<file path="src/rtl/wb_write_arbiter.sv">
// Merges the pipeline writeback and queued MAC results onto the single register-file write port.
// The pipeline always wins the slot; MAC results drain from an in-order FIFO into idle slots.
module wb_write_arbiter #(
  parameter int unsigned DEPTH        = 4,
  parameter int unsigned STARVE_LIMIT = 8
) (
  input  logic                     clk,
  input  logic                     reset,
  input  logic                     pipe_we,
  input  logic [4:0]               pipe_waddr,
  input  logic [31:0]              pipe_wdata,
  input  logic                     mac_valid,
  output logic                     mac_ready,
  input  logic [4:0]               mac_waddr,
  input  logic [31:0]              mac_wdata,
  output logic                     rf_we,
  output logic [4:0]               rf_waddr,
  output logic [31:0]              rf_wdata,
  output logic [31:0]              pending_mask,
  output logic                     pipe_stall,
  output logic [$clog2(DEPTH):0]   fifo_count
);

  localparam int unsigned AW = $clog2(DEPTH);
  localparam int unsigned SW = $clog2(STARVE_LIMIT) + 1;

  logic [4:0]       addr_q [DEPTH];
  logic [31:0]      data_q [DEPTH];
  logic [DEPTH-1:0] valid_q;
  logic [AW-1:0]    rd_ptr_q;
  logic [AW-1:0]    wr_ptr_q;
  logic [AW:0]      count_q;
  logic [SW-1:0]    starve_q;
  logic [SW-1:0]    starve_d;
  logic             stall_q;
  logic             stall_d;
  logic             rf_we_q;
  logic [4:0]       rf_waddr_q;
  logic [31:0]      rf_wdata_q;

  logic pipe_active;
  logic fifo_empty;
  logic push;
  logic pop;

  assign pipe_active = pipe_we && (pipe_waddr != 5'd0);
  assign fifo_empty  = (count_q == '0);
  assign mac_ready   = (count_q != (AW+1)'(DEPTH));
  // x0 handshakes complete but never occupy an entry
  assign push        = mac_valid && mac_ready && (mac_waddr != 5'd0);
  assign pop         = !pipe_active && !fifo_empty;

  assign rf_we      = rf_we_q;
  assign rf_waddr   = rf_waddr_q;
  assign rf_wdata   = rf_wdata_q;
  assign pipe_stall = stall_q;
  assign fifo_count = count_q;

  always_comb begin
    pending_mask = '0;
    for (int unsigned i = 0; i < DEPTH; i++) begin
      if (valid_q[i]) pending_mask[addr_q[i]] = 1'b1;
    end
    pending_mask[0] = 1'b0;
  end

  // Starvation: pipe holds the slot while results wait; any pop or empty FIFO resets it
  always_comb begin
    starve_d = '0;
    stall_d  = 1'b0;
    if (pipe_active && !fifo_empty) begin
      if (starve_q == SW'(STARVE_LIMIT - 1)) stall_d = 1'b1;
      else                                     starve_d = starve_q + SW'(1);
    end
  end

  always_ff @(posedge clk) begin
    if (reset) begin
      valid_q    <= '0;
      rd_ptr_q   <= '0;
      wr_ptr_q   <= '0;
      count_q    <= '0;
      starve_q   <= '0;
      stall_q    <= 1'b0;
      rf_we_q    <= 1'b0;
      rf_waddr_q <= '0;
      rf_wdata_q <= '0;
    end else begin
      if (push) begin
        addr_q[wr_ptr_q]  <= mac_waddr;
        data_q[wr_ptr_q]  <= mac_wdata;
        valid_q[wr_ptr_q] <= 1'b1;
        wr_ptr_q          <= wr_ptr_q + AW'(1);
      end
      if (pop) begin
        valid_q[rd_ptr_q] <= 1'b0;
        rd_ptr_q          <= rd_ptr_q + AW'(1);
      end
      if (push && !pop)      count_q <= count_q + (AW+1)'(1);
      else if (pop && !push) count_q <= count_q - (AW+1)'(1);

      starve_q <= starve_d;
      stall_q  <= stall_d;

      if (pipe_active) begin
        rf_we_q    <= 1'b1;
        rf_waddr_q <= pipe_waddr;
        rf_wdata_q <= pipe_wdata;
      end else if (pop) begin
        rf_we_q    <= 1'b1;
        rf_waddr_q <= addr_q[rd_ptr_q];
        rf_wdata_q <= data_q[rd_ptr_q];
      end else begin
        rf_we_q    <= 1'b0;
      end
    end
  end

endmodule

</file>
<file path="config.mk">
export PLATFORM = sky130hd
export DESIGN_NAME = wb_write_arbiter
export DESIGN_NICKNAME = d
export VERILOG_FILES = /design/src/rtl/wb_write_arbiter.sv
export SDC_FILE = /design/constraint.sdc
export NUM_CORES = 1
export LEC_CHECK = 0
export ABC_AREA = 1
export CAP_MARGIN = 20
export CORE_ASPECT_RATIO = 0.6
export CORE_UTILIZATION = 27
export CTS_BUF_LIST = sky130_fd_sc_hd__clkbuf_16
export DETAILED_ROUTE_END_ITERATION = 7
export GPL_ROUTABILITY_DRIVEN = 0
export PLACE_DENSITY = 0.45
export SETUP_SLACK_MARGIN = 0.4
export SYNTH_ARGS = -nofsm -noshare
export SYNTH_HDL_FRONTEND = slang
export SYNTH_SLANG_ARGS = --single-unit
</file>
<file path="constraint.sdc">
create_clock -name clk -period 6.7 [get_ports clk]
set_input_delay 1.34 -clock clk [delete_from_list [all_inputs] [get_ports clk]]
set_output_delay 1.34 -clock clk [all_outputs]
set_load 0.02 [all_outputs]
</file>
# == After elaboration in Yosys (flattened, before gate mapping) ==
# Memories as Yosys holds them, arrays and structs flattened. A register that Yosys moved wholly into a read port is not among the register bits.
# Cells that the tools add are included.
# word_totals
register_bits,54
mem_bits_rw,148
inputBits,78
out_inout_bits,75
word_cells,96
memories,2
# mem_list
name,depth,width,rd,rd_clocked_by_memory_dff,write_ports,line,source
data_q,4,32,1,1,1,28,logic [31:0] data_q [DEPTH];
addr_q,4,5,5,1,1,27,logic [4:0] addr_q [DEPTH];
# classes
addsub,5
magnitude_cmp,12
eq_ne,2
mux,35
n_bitwise,7
reduce_logical,24
# ops
cell,n
32-bit 2-to-1 mux,6
32-bit OR,3
"5-bit by 6-bit < comparator with 1-bit output, second input constant",4
1-bit demux with 5-bit select,4
"5-bit by 1-bit greater-or-equal comparator with 1-bit output, second input constant",4
1-bit logical AND,13
1-bit 2-to-1 mux,12
4-bit 2-to-1 mux,3
5-bit 2-to-1 mux,2
5-bit nonzero test,2
2-bit 2-to-1 mux,4
"2-bit by 3-bit < comparator with 1-bit output, second input constant",2
3-bit 2-to-1 mux,2
"2-bit by 1-bit adder with 2-bit output, second input constant",2
"4-bit by 1-bit adder with 4-bit output, second input constant",1
4-bit bitwise AND,1
1-bit demux with 2-bit select,2
"4-bit by 3-bit equality test with 1-bit output, second input constant",1
"2-bit by 1-bit greater-or-equal comparator with 1-bit output, second input constant",2
1-bit logical NOT,4
4-bit NOT,1
4-bit OR,1
2-bit nonzero test,2
"3-bit by 1-bit adder with 3-bit output, second input constant",1
6 further kinds,6

# == Depth between registers and ports, before layout ==
# Gate-level depths: netlist (run 1).
# An unclocked memory read counts as a cell.
# depth
word_depth,12
mapped_depth,12
mapped_depth_nobuf,12

# == Least setup slack after synthesis (run 1) ==
# Ideal clock, no wire load.
# synth_timing
path_type,in2reg
startpoint,in mac_valid
endpoint,"mem addr_q[0][0], enable pin"
setup_time_ns,0.431
arrival_ns,3.189
t_required_ns,6.269
slack_ns,3.080
stages,3
n_path_buf,0
path_cell_list,and2_1 nand3_1 nor2_1
# synth_via
elab_chain_len,5
# synth_rtl
item,line,source
from (decl),12,"input logic mac_valid,"
1-bit logical AND (2 in series),50,assign push = mac_valid && mac_ready && (mac_waddr != 5'd0);
1-bit 2-to-1 mux,89,if (push) begin
1-bit 2-to-1 mux,78,if (reset) begin
1-bit 2-to-1 mux (not written as such),90,addr_q[wr_ptr_q] <= mac_waddr;
to (decl),27,
# No other way between the ends.

==> results of run 1 <==
## kinds of logic after synthesis
family                   Yosys count  share of synthesized area
flip-flops                       204                      0.572
AND/OR/NAND/NOR                  574                      0.257
buffers and inverters            221                     0.0948
AO/OA/AOI/OAI                     95                     0.0588
adder cells (fa/ha/maj)           11                     0.0149
XOR/XNOR                           2                    0.00180
other                              1                   0.000385
## metrics by stage
step / setup WS (ps) / hold WS, ps / instance area [µm²] / std cells / power [W]
2_1_floorplan: 3080 / 418 / 9730 / 1108 / 0.00236
3_3_place_gp: 2720 / 434 / 11700 / 1691 / 0.00282
3_5_place_dp: 2660 / 441 / 11700 / 1691 / 0.00282
4_1_cts: 2900 / 453 / 12400 / 1731 / 0.00403
5_1_grt: 2740 / 479 / 12400 / 1731 / 0.00421
6_report: 2890 / 457 / 12400 / 1731 / 0.00397
## sequential cells by signal, indices dropped and copies added, names as in the netlist, named ones only
register	count
rd_ptr_q	2
wr_ptr_q	2
starve_q	4
rf_we	1
addr_q	20
rf_waddr	5
fifo_count	3
rf_wdata	32
valid_q	4
pipe_stall	1
data_q	128
## critical path, cell delays in order (launching register included)
cell,delay [ps]
edfxtp_1,430
inv_1,130
nand3_1,380
nor2_1,220
a21oi_1,50
o221ai_1,90
clkdlybuf4s50_1,660
## report_power, final
group / leakage (nW) / internal [W] / total, W / switching (W)
sequential: 1.81 / 0.00149 / 0.00158 / 0.0000864
combinational: 3.06 / 0.000408 / 0.00120 / 0.000791
clock: 0.369 / 0.000678 / 0.00120 / 0.000520
## cell type report
cell class / instances / share of cell area
clock buffer: 22 / 0.0445
clock inverter: 18 / 0.0117
inverter: 175 / 0.0533
multi-input combinational: 683 / 0.264
sequential: 204 / 0.450
tap: 467 / 0.0472
timing repair buffer: 162 / 0.129
## routing by layer
metal | global-route usage | vias up
met1 | 0.236 | 3702
met4 | 0.0417 | 0
met2 | 0.251 | 266
met3 | 0.0297 | 34
li1 | - | 3950
met5 | 0.00267 | -
## synth_stat cells
master    count  share of area
fa_1          1         0.0021
buf_6         6         0.0069
or2_2        16          0.010
nand4_1       1        0.00064
o221ai_1     18          0.016
a21oi_1      22          0.011
o22ai_1      23          0.015
nand2_1     239          0.092
buf_1         5         0.0019
inv_4         1        0.00064
nand3b_1      1        0.00077
o21ai_0      26          0.013
buf_4         6         0.0046
xnor2_1       1        0.00090
nor3_4        1         0.0017
inv_1       169          0.065
and2_1        1        0.00064
nand2_2       3         0.0019
xor2_1        1        0.00090
nor2_1       94          0.036
nor3_1        5         0.0026
clkbuf_1     11         0.0042
conb_1        1        0.00039
buf_2        18         0.0093
ha_1         10          0.013
inv_2         5         0.0019
edfxtp_1    148           0.46
dfxtp_1      56           0.12
o21ai_1       6         0.0031
nand3_1     211           0.11
nand3_2       1         0.0010
nor2_2        1        0.00064
## final timing paths
check                                    from          endpoint  slack (ps)  cells past startpoint
worst max register to register  fifo_count[2]     fifo_count[2]        4060                     11
worst min register to register    starve_q[0]       starve_q[0]         460                      1
worst min-delay path              starve_q[0]       starve_q[0]         460                      1
worst max-delay path             addr_q[2][1]  pending_mask[21]        2890                      6
==> qor.csv, run 1 <==
stage;metric;value;unit
status;outcome;complete, but fails checks;
status;failing checks;design-rule violations;
drt;Detailed Route Iter0 Violations;665;
grt;global-route wire length before repair;45900;µm
synthesis;post-synth cell types;32;
floorplan;Die ar.;36800;µm²
sta;Final Max Tran Viols;0;
sta;Tcrit/Tclk final;0.569;
floorplan;Die W;247;µm
synthesis;FF+latch count, synth;204;
drt;DRT met1 WL;14700;µm
clocking;# H-tree levels;1;
synthesis;Synth warnings;0;
drt;wire per inst;17.4;µm
critical_path;crit-path max FO;8;
sta;Fin Setup TNS;0;ps
clocking;CTS tree;done;
clocking;post-CTS sizing;0;
final_layout;Fillers;3637;
placed_design;hpwl dp;19700;µm
sta;Achievable Freq;262;MHz
flow_run;Max Cap Viol;0;
floorplan;Core ar.;35200;µm²
final_layout;Diodes inserted;0;
clocking;# Post-CTS Setup Buffers;0;
clocking;CTS buffer count;22;
min_path;Hold Crit Class;register to register;
drt;# DRC;14;
sta;# setup viols final;0;
clocking;CTS Hold Buffers Added;0;
synthesis;sequential fraction of the synthesis area;0.572;
sta;final hold viol count;0;
sta;Worst Max-Slew Pin Slew;958;ps
clocking;Clock Tree Buf Depth;3;
drt;met2 wire len;12900;µm
drt;drt pass-1 iters;7;
drt;routed vias;7952;
final_layout;layout cells sized above 1;0.0617;
critical_path;critical path arrival;2470;ps
final_layout;area grow syn2layout;27.2;%
critical_path;crit end category;output pin;
synthesis;mean post-synth cell area;8.78;µm²
drt;WL final;30100;µm
clocking;CTS Root Cell;clkbuf_16;
placed_design;PortBufs;151;
synthesis;Post-Syn Nets;1197;
synthesis;Mapped Cells;1108;
critical_path;critical path class;register to output pin;
sta;Setup Skew;20.5;ps
grt;largest net degree at the start of global routing;81;
final_layout;register area;5570;µm²
drt;max layer used;met4;
drt;Vias per Instance;4.59;
power;Pwr Density;321;nW/µm²
power;peak supply drop;183;µV
power;leakage power;5.24;nW
grt;initial antenna violation count;0;
critical_path;CP startpoint kind;register;
synthesis;Mapped Area;9730;µm²
clocking;CTS sink count;204;
grt;GRT Overall Usage;0.163;
floorplan;Die H;149;µm
final_layout;commonest non-fill, non-tap cell in the layout;nand2_1;
clocking;clk_lat worst skew;520;ps
grt;vias in the first global route;7751;
final_layout;most frequent cells in the layout;nand2_1 (239), nand3_1 (211), inv_1 (174);
floorplan;Initial Util;0.276;
final_layout;fin nets;1337;
sta;RSZ-0062 raised after global routing;false;
sta;fin crit period;3810;ps
grt;global route overflow;0;
sta;slew margin rel.;0.361;
drt;Final ANT Viol Nets;0;
floorplan;I/O pins;153;
drt;WL met3;1940;µm
clocking;clock slew at reported path FFs;60;ps
critical_path;Worst Path Required;5360;ps
final_layout;post-layout util;0.351;
final_layout;area used by multi-input combinational logic;3270;µm²
floorplan;num rows;53;
No activity file was read; power rests on OpenSTA's default activity.
==> run 2, diff against run 1 <==
- clock period: 6.7 -> 3.7 ns (I/O delays scaled with it)
==> run 2 against run 1 <==
The run still ends with design-rule violations left. Via count rose by 0.16%. Clock power rose by 68%. First-iteration DRC count fell by 6.8%. Clock skew fell by 9.1 ps.
==> qor.csv, run 2 (synthesized netlist as in run 1, its figures left out) <==
stage;metric;value;unit;change
status;outcome;complete, but fails checks;;
status;failing checks;design-rule violations;;
drt;drt pass-1 iters;7;;unchanged
final_layout;post-layout util;0.352;;+0.000427
clocking;clock slew at reported path FFs;60;ps;about the same
sta;fin crit period;3210;ps;
clocking;CTS sink count;204;;unchanged
final_layout;most flop-heavy register;data_q;;
grt;vias in the first global route;7810;;+0.76%
final_layout;area grow syn2layout;27.3;%;
grt;global-route wire length before repair;46700;µm;+1.6%
power;peak supply drop;297;µV;+62%
critical_path;CP startpoint kind;register;;
final_layout;max FFs per register;128;;unchanged
critical_path;Max stage delay cell, worst path;clkdlybuf4s50_1;;
power;leakage power;5.24;nW;+0.10%
floorplan;Die ar.;36800;µm²;unchanged
clocking;# H-tree levels;1;;unchanged
clocking;post-CTS sizing;0;;unchanged
sta;# setup viols final;0;;unchanged
min_path;Hold Crit Depth;1;;unchanged
min_path;Hold Crit Class;register to register;;
critical_path;Critical R2R Launch;fifo_count[0];;
min_path;hold_sp;starve_q[0];;
critical_path;Buf/Inv on CP;2;;unchanged
clocking;clk_lat worst skew;510;ps;about the same
critical_path;critical path class;register to output pin;;
sta;Achievable Freq;312;MHz;
grt;initial antenna violation count;0;;unchanged
critical_path;CP peak stage delay;660;ps;about the same
clocking;Clock Tree Buf Depth;3;;unchanged
clocking;CTS tree;done;;
floorplan;Die W;247;µm;unchanged
drt;routed vias;7965;;+0.16%
placed_design;PortBufs;151;;unchanged
drt;Detailed Route Iter0 Violations;620;;-6.8%
floorplan;I/O pins;153;;unchanged
critical_path;critical path arrival;2470;ps;about the same
drt;# DRC;12;;-2
critical_path;CP cell instances;inv_1 -> nor3_1 -> a21oi_1 -> o221ai_1 -> clkdlybuf4s50_1;;
clocking;CTS buffer count;22;;unchanged
final_layout;fin nets;1342;;+0.37%
clocking;CTS Hold Buffers Added;0;;unchanged
flow_run;Max Cap Viol;0;;unchanged
floorplan;Initial Util;0.276;;unchanged
sta;RSZ-0062 raised after global routing;false;;
sta;slew margin rel.;0.343;;-0.0177
final_layout;commonest non-fill, non-tap cell in the layout;nand2_1;;
critical_path;Worst Path Required;2960;ps;-2400 ps
final_layout;Diodes inserted;0;;unchanged
placed_design;hpwl dp;19400;µm;-1.2%
floorplan;Core ar.;35200;µm²;unchanged
min_path;WHS Endpoint;starve_q[0];;
grt;largest net degree at the start of global routing;80;;-1.2%
critical_path;flop-to-flop setup slack;1220;ps;-2840 ps
final_layout;Fillers;3613;;-0.66%
critical_path;crit-path max FO;5;;-3
sta;Fin Setup TNS;0;ps;unchanged
critical_path;R2R depth;6;;-5
sta;Tcrit/Tclk final;0.867;;
clocking;CTS Root Cell;clkbuf_16;;
final_layout;area used by multi-input combinational logic;3280;µm²;+0.31%
drt;Vias per Instance;4.59;;-0.13%
final_layout;layout cells sized above 1;0.0630;;+0.00133
sta;Setup Skew;11.4;ps;-9.13 ps
sta;final hold viol count;0;;unchanged
grt;global route overflow;0;;unchanged
final_layout;most frequent cells in the layout;nand2_1 (239), nand3_1 (209), inv_1 (176);;
sta;Final Max Tran Viols;0;;unchanged
critical_path;Largest delay share family, worst path;buffers and inverters;;
power;Pwr Density;568;nW/µm²;+77%
grt;GRT Overall Usage;0.165;;+0.00189
sta;Worst Max-Slew Pin Slew;984;ps;+26.5 ps
clocking;# Post-CTS Setup Buffers;0;;unchanged
drt;wire per inst;17.3;µm;-0.56%
critical_path;R2R Path End;data_q[3][23];;
drt;Final ANT Viol Nets;0;;unchanged
critical_path;crit end category;output pin;;
final_layout;register area;5570;µm²;unchanged
drt;WL final;30000;µm;-0.27%
floorplan;num rows;53;;unchanged
floorplan;Die H;149;µm;unchanged
## run 2: how the worst max path moves through the flow
stage                            end           from  cells past startpoint  slack (ps)
detailed placement      addr_q[3][3]   mac_waddr[3]                      6         380
global route        pending_mask[27]     valid_q[2]                      5         410
global placement        addr_q[3][4]   mac_waddr[3]                      6         430
CTS                  pending_mask[1]   addr_q[0][1]                      8         540
finish              pending_mask[21]   addr_q[1][4]                      5         490
floorplan               addr_q[0][0]  fifo_count[0]                      5         520
## run 2: layer usage
metal / vias up / wire (µm) / global-route usage
li1: 3968 / - / -
met1: 3721 / 15200 / 0.248
met2: 236 / 12600 / 0.247
met3: 40 / 1700 / 0.0282
met4: 0 / 472 / 0.0330
met5: - / 0 / 0
## run 2: final cells by class
class,instances,share of cell area
flip-flops and latches,204,0.449
multi-input cells,683,0.265
repair buffers,167,0.133
inverters,175,0.0532
well taps,467,0.0472
clock buffers,23,0.0465
clock inverters,17,0.00606
## run 2: report_power, final
| group | internal [W] | switching (W) |
|---|---|---|
| Sequential | 0.00270 | 0.000151 |
| Clock | 0.00112 | 0.000900 |
| Combinational | 0.000748 | 0.00142 |
## run 2: through the flow
stage / setup slack, ps / area, µm² / instances / total power, W / hold slack (ps)
global placement: 434 / 11700 / 1696 / 0.00510 / 437
detailed placement: 381 / 11700 / 1696 / 0.00511 / 443
global route: 412 / 12400 / 1736 / 0.00751 / 487
finish: 491 / 12400 / 1736 / 0.00704 / 448
floorplan: 524 / 9730 / 1108 / 0.00427 / 418
CTS: 536 / 12400 / 1736 / 0.00716 / 451
==> run 3, diff against run 2 <==
- DONT_BUFFER_PORTS: default -> 1
- PLACE_DENSITY: 0.45 -> 0.39
- TNS_END_PERCENT: default -> 10
==> run 3 against run 2 <==
The flow still finishes with violations (design-rule violations). Flip-flop and latch count unchanged. Clock power increased by 8%. Setup slack gained 380 ps. Clock skew grew 11 ps. Wire length increased by 2.0%. Register-to-register slack worse by 220 ps. Design area down 12%. Combinational power is 20% lower.
==> qor.csv, run 3 (synthesized netlist as in run 1, its figures left out) <==
stage;metric;value;unit;change
min_path;Hold Crit Class;input pin to register;;
sta;Fin Setup TNS;0;ps;unchanged
floorplan;num rows;53;;unchanged
clocking;# Post-CTS Setup Buffers;0;;unchanged
final_layout;layout cells sized above 1;0.0725;;+0.00941
critical_path;crit end category;output pin;;
clocking;CTS tree;done;;
critical_path;CP startpoint kind;register;;
critical_path;critical path arrival;2090;ps;-380 ps
floorplan;Core ar.;35200;µm²;unchanged
sta;RSZ-0062 raised after global routing;false;;
power;peak supply drop;359;µV;+21%
drt;wire per inst;19.3;µm;+12%
clocking;# H-tree levels;1;;unchanged
critical_path;critical path class;register to output pin;;
grt;vias in the first global route;7114;;-8.9%
critical_path;CP cell instances;inv_1 -> nand3_1 -> o21ai_0;;
placed_design;hpwl dp;20000;µm;+2.8%
power;leakage power;4.72;nW;-10%
power;Pint;0.00443;W;-3.0%
floorplan;I/O pins;153;;unchanged
final_layout;post-layout util;0.311;;-0.0408
sta;Worst Max-Slew Pin Slew;946;ps;-37.6 ps
final_layout;max FFs per register;128;;unchanged
final_layout;Final Non-Filler Cells;1586;;-8.6%
final_layout;most frequent cells in the layout;nand2_1 (239), nand3_1 (211), inv_1 (177);;
power;Combinational Power Share;0.250;;-0.058
grt;met3 Use GR;0.0457;;+0.0174
grt;global route overflow;0;;unchanged
grt;Top Usage Layer GRT;met2;;
power;Power, Total;0.00691;W;-1.8%
drt;# DRC;19;;+7
placed_design;PortBufs;0;;-100%
sta;Achievable Freq;354;MHz;+13%
clocking;CTS Hold Buffers Added;0;;unchanged
grt;GR met2 Demand/Resource;0.245;;-0.00168
placed_design;DP Cell Count;1542;;-9.1%
sta;slew margin rel.;0.369;;+0.0260
drt;Detailed Route Iter0 Violations;630;;+1.6%
drt;WL final;30600;µm;+2.0%
sta;final hold viol count;0;;unchanged
clocking;CTS sink count;204;;unchanged
critical_path;Worst Path Required;2960;ps;about the same
drt;Final ANT Viol Nets;0;;unchanged
placed_design;pre-CTS setup slack;1030;ps;+652 ps
floorplan;Initial Util;0.276;;unchanged
floorplan;Die W;247;µm;unchanged
grt;initial antenna violation count;1;;+1
final_layout;most flop-heavy register;data_q;;
status;failing checks;design-rule violations;;
sta;worst setup margin;871;ps;+380 ps
clocking;clock slew at reported path FFs;60;ps;about the same
clocking;CTS Root Cell;clkbuf_16;;
grt;global-route wire length before repair;46100;µm;-1.1%
clocking;CTS buffer count;23;;+4.5%
sta;Final Max Tran Viols;0;;unchanged
final_layout;commonest non-fill, non-tap cell in the layout;nand2_1;;
power;Switch Pwr;0.00248;W;+0.44%
sta;fin crit period;2830;ps;-380 ps
status;outcome;complete, but fails checks;;
sta;# setup viols final;0;;unchanged
power;Pwr Density;632;nW/µm²;+11%
drt;drt pass-1 iters;8;;+1
sta;Setup Skew;22.9;ps;+11.5 ps
floorplan;Die ar.;36800;µm²;unchanged
clocking;clk_lat worst skew;530;ps;+20 ps
critical_path;Max stage delay cell, worst path;o21ai_0;;
grt;GR Util met1;0.240;;-0.00834
grt;GRT Overall Usage;0.166;;+0.00126
power;Seq pwr share;0.436;;+0.031
final_layout;area grow syn2layout;12.6;%;
floorplan;Die H;149;µm;unchanged
final_layout;fin nets;1190;;-11%
drt;Vias per Instance;4.68;;+2.1%
power;switching portion of total power;0.359;;+0.00802
clocking;post-CTS sizing;0;;unchanged
grt;largest net degree at the start of global routing;80;;unchanged
clocking;Clock Tree Buf Depth;3;;unchanged
sta;Tcrit/Tclk final;0.765;;-0.103
critical_path;crit-path max FO;8;;+3
drt;routed vias;7430;;-6.7%
power;clock power share;0.315;;+0.028
flow_run;Max Cap Viol;0;;unchanged
critical_path;CP peak stage delay;660;ps;about the same
[run 3: changes by cell type in the layout (fill, tap and decap cells not counted)]
cell / delta
clkbuf_16: +1
buf_12: +3
inv_1: +1
clkinv_1: -4
bufinv_16: +1
nand3_2: -2
clkinv_2: +3
clkdlybuf4s50_1: -151
nand3_1: +2
inv_6: +1
buf_4: -5
diode_2: +1
clkinv_4: -1
[run 3: layer usage]
| layer | vias to the layer above | part of all wire |
|---|---|---|
| met2 | 226 | 0.42 |
| met4 | 0 | 0.022 |
| li1 | 3665 | - |
| met1 | 3501 | 0.49 |
| met5 | - | 0 |
| met3 | 38 | 0.072 |
[run 3: per-stage QoR]
step                instance area [µm²]  hold slack, ps
finish                            10900             301
global placement                  10200             433
floorplan                          9730             418
detailed placement                10200             445
global route                      10900             276
CTS                               10900             276
[run 3: final cells by class]
class                           count  area, µm²
Clock buffer                       24        601
Clock inverter                     18        109
Fill cell                        3696      24300
Timing Repair Buffer               14        155
Inverter                          175        659
Antenna cell                        1       2.50
Sequential cell                   204       5570
Multi-Input combinational cell    683       3270
Tap cell                          467        584
[run 3: power groups by stage]
stage	sequential [W]	clock, W	combinational [W]
after floorplan	0.00301	0	0.00126
after global placement	0.00307	0	0.00176
after detailed placement	0.00306	0	0.00174
after CTS	0.00301	0.00226	0.00175
after global routing	0.00304	0.00234	0.00196
final	0.00301	0.00218	0.00173
[run 3: path summary, 6_finish.rpt]
path            startpoint              end  slack (ps)  cells after the start
max reg2reg  fifo_count[0]    fifo_count[2]        1000                     12
min          mac_wdata[14]    data_q[0][14]         300                      0
max           addr_q[3][1]  pending_mask[1]         870                      3
min reg2reg    starve_q[0]      starve_q[0]         450                      1
[run 3: critical path, delay by kind of cell (launching register included)]
kind,cells,cell delay (ps)
AO/OA/AOI/OAI,1,660
buffers and inverters,1,140
flip-flops,1,430
AND/OR/NAND/NOR,1,340
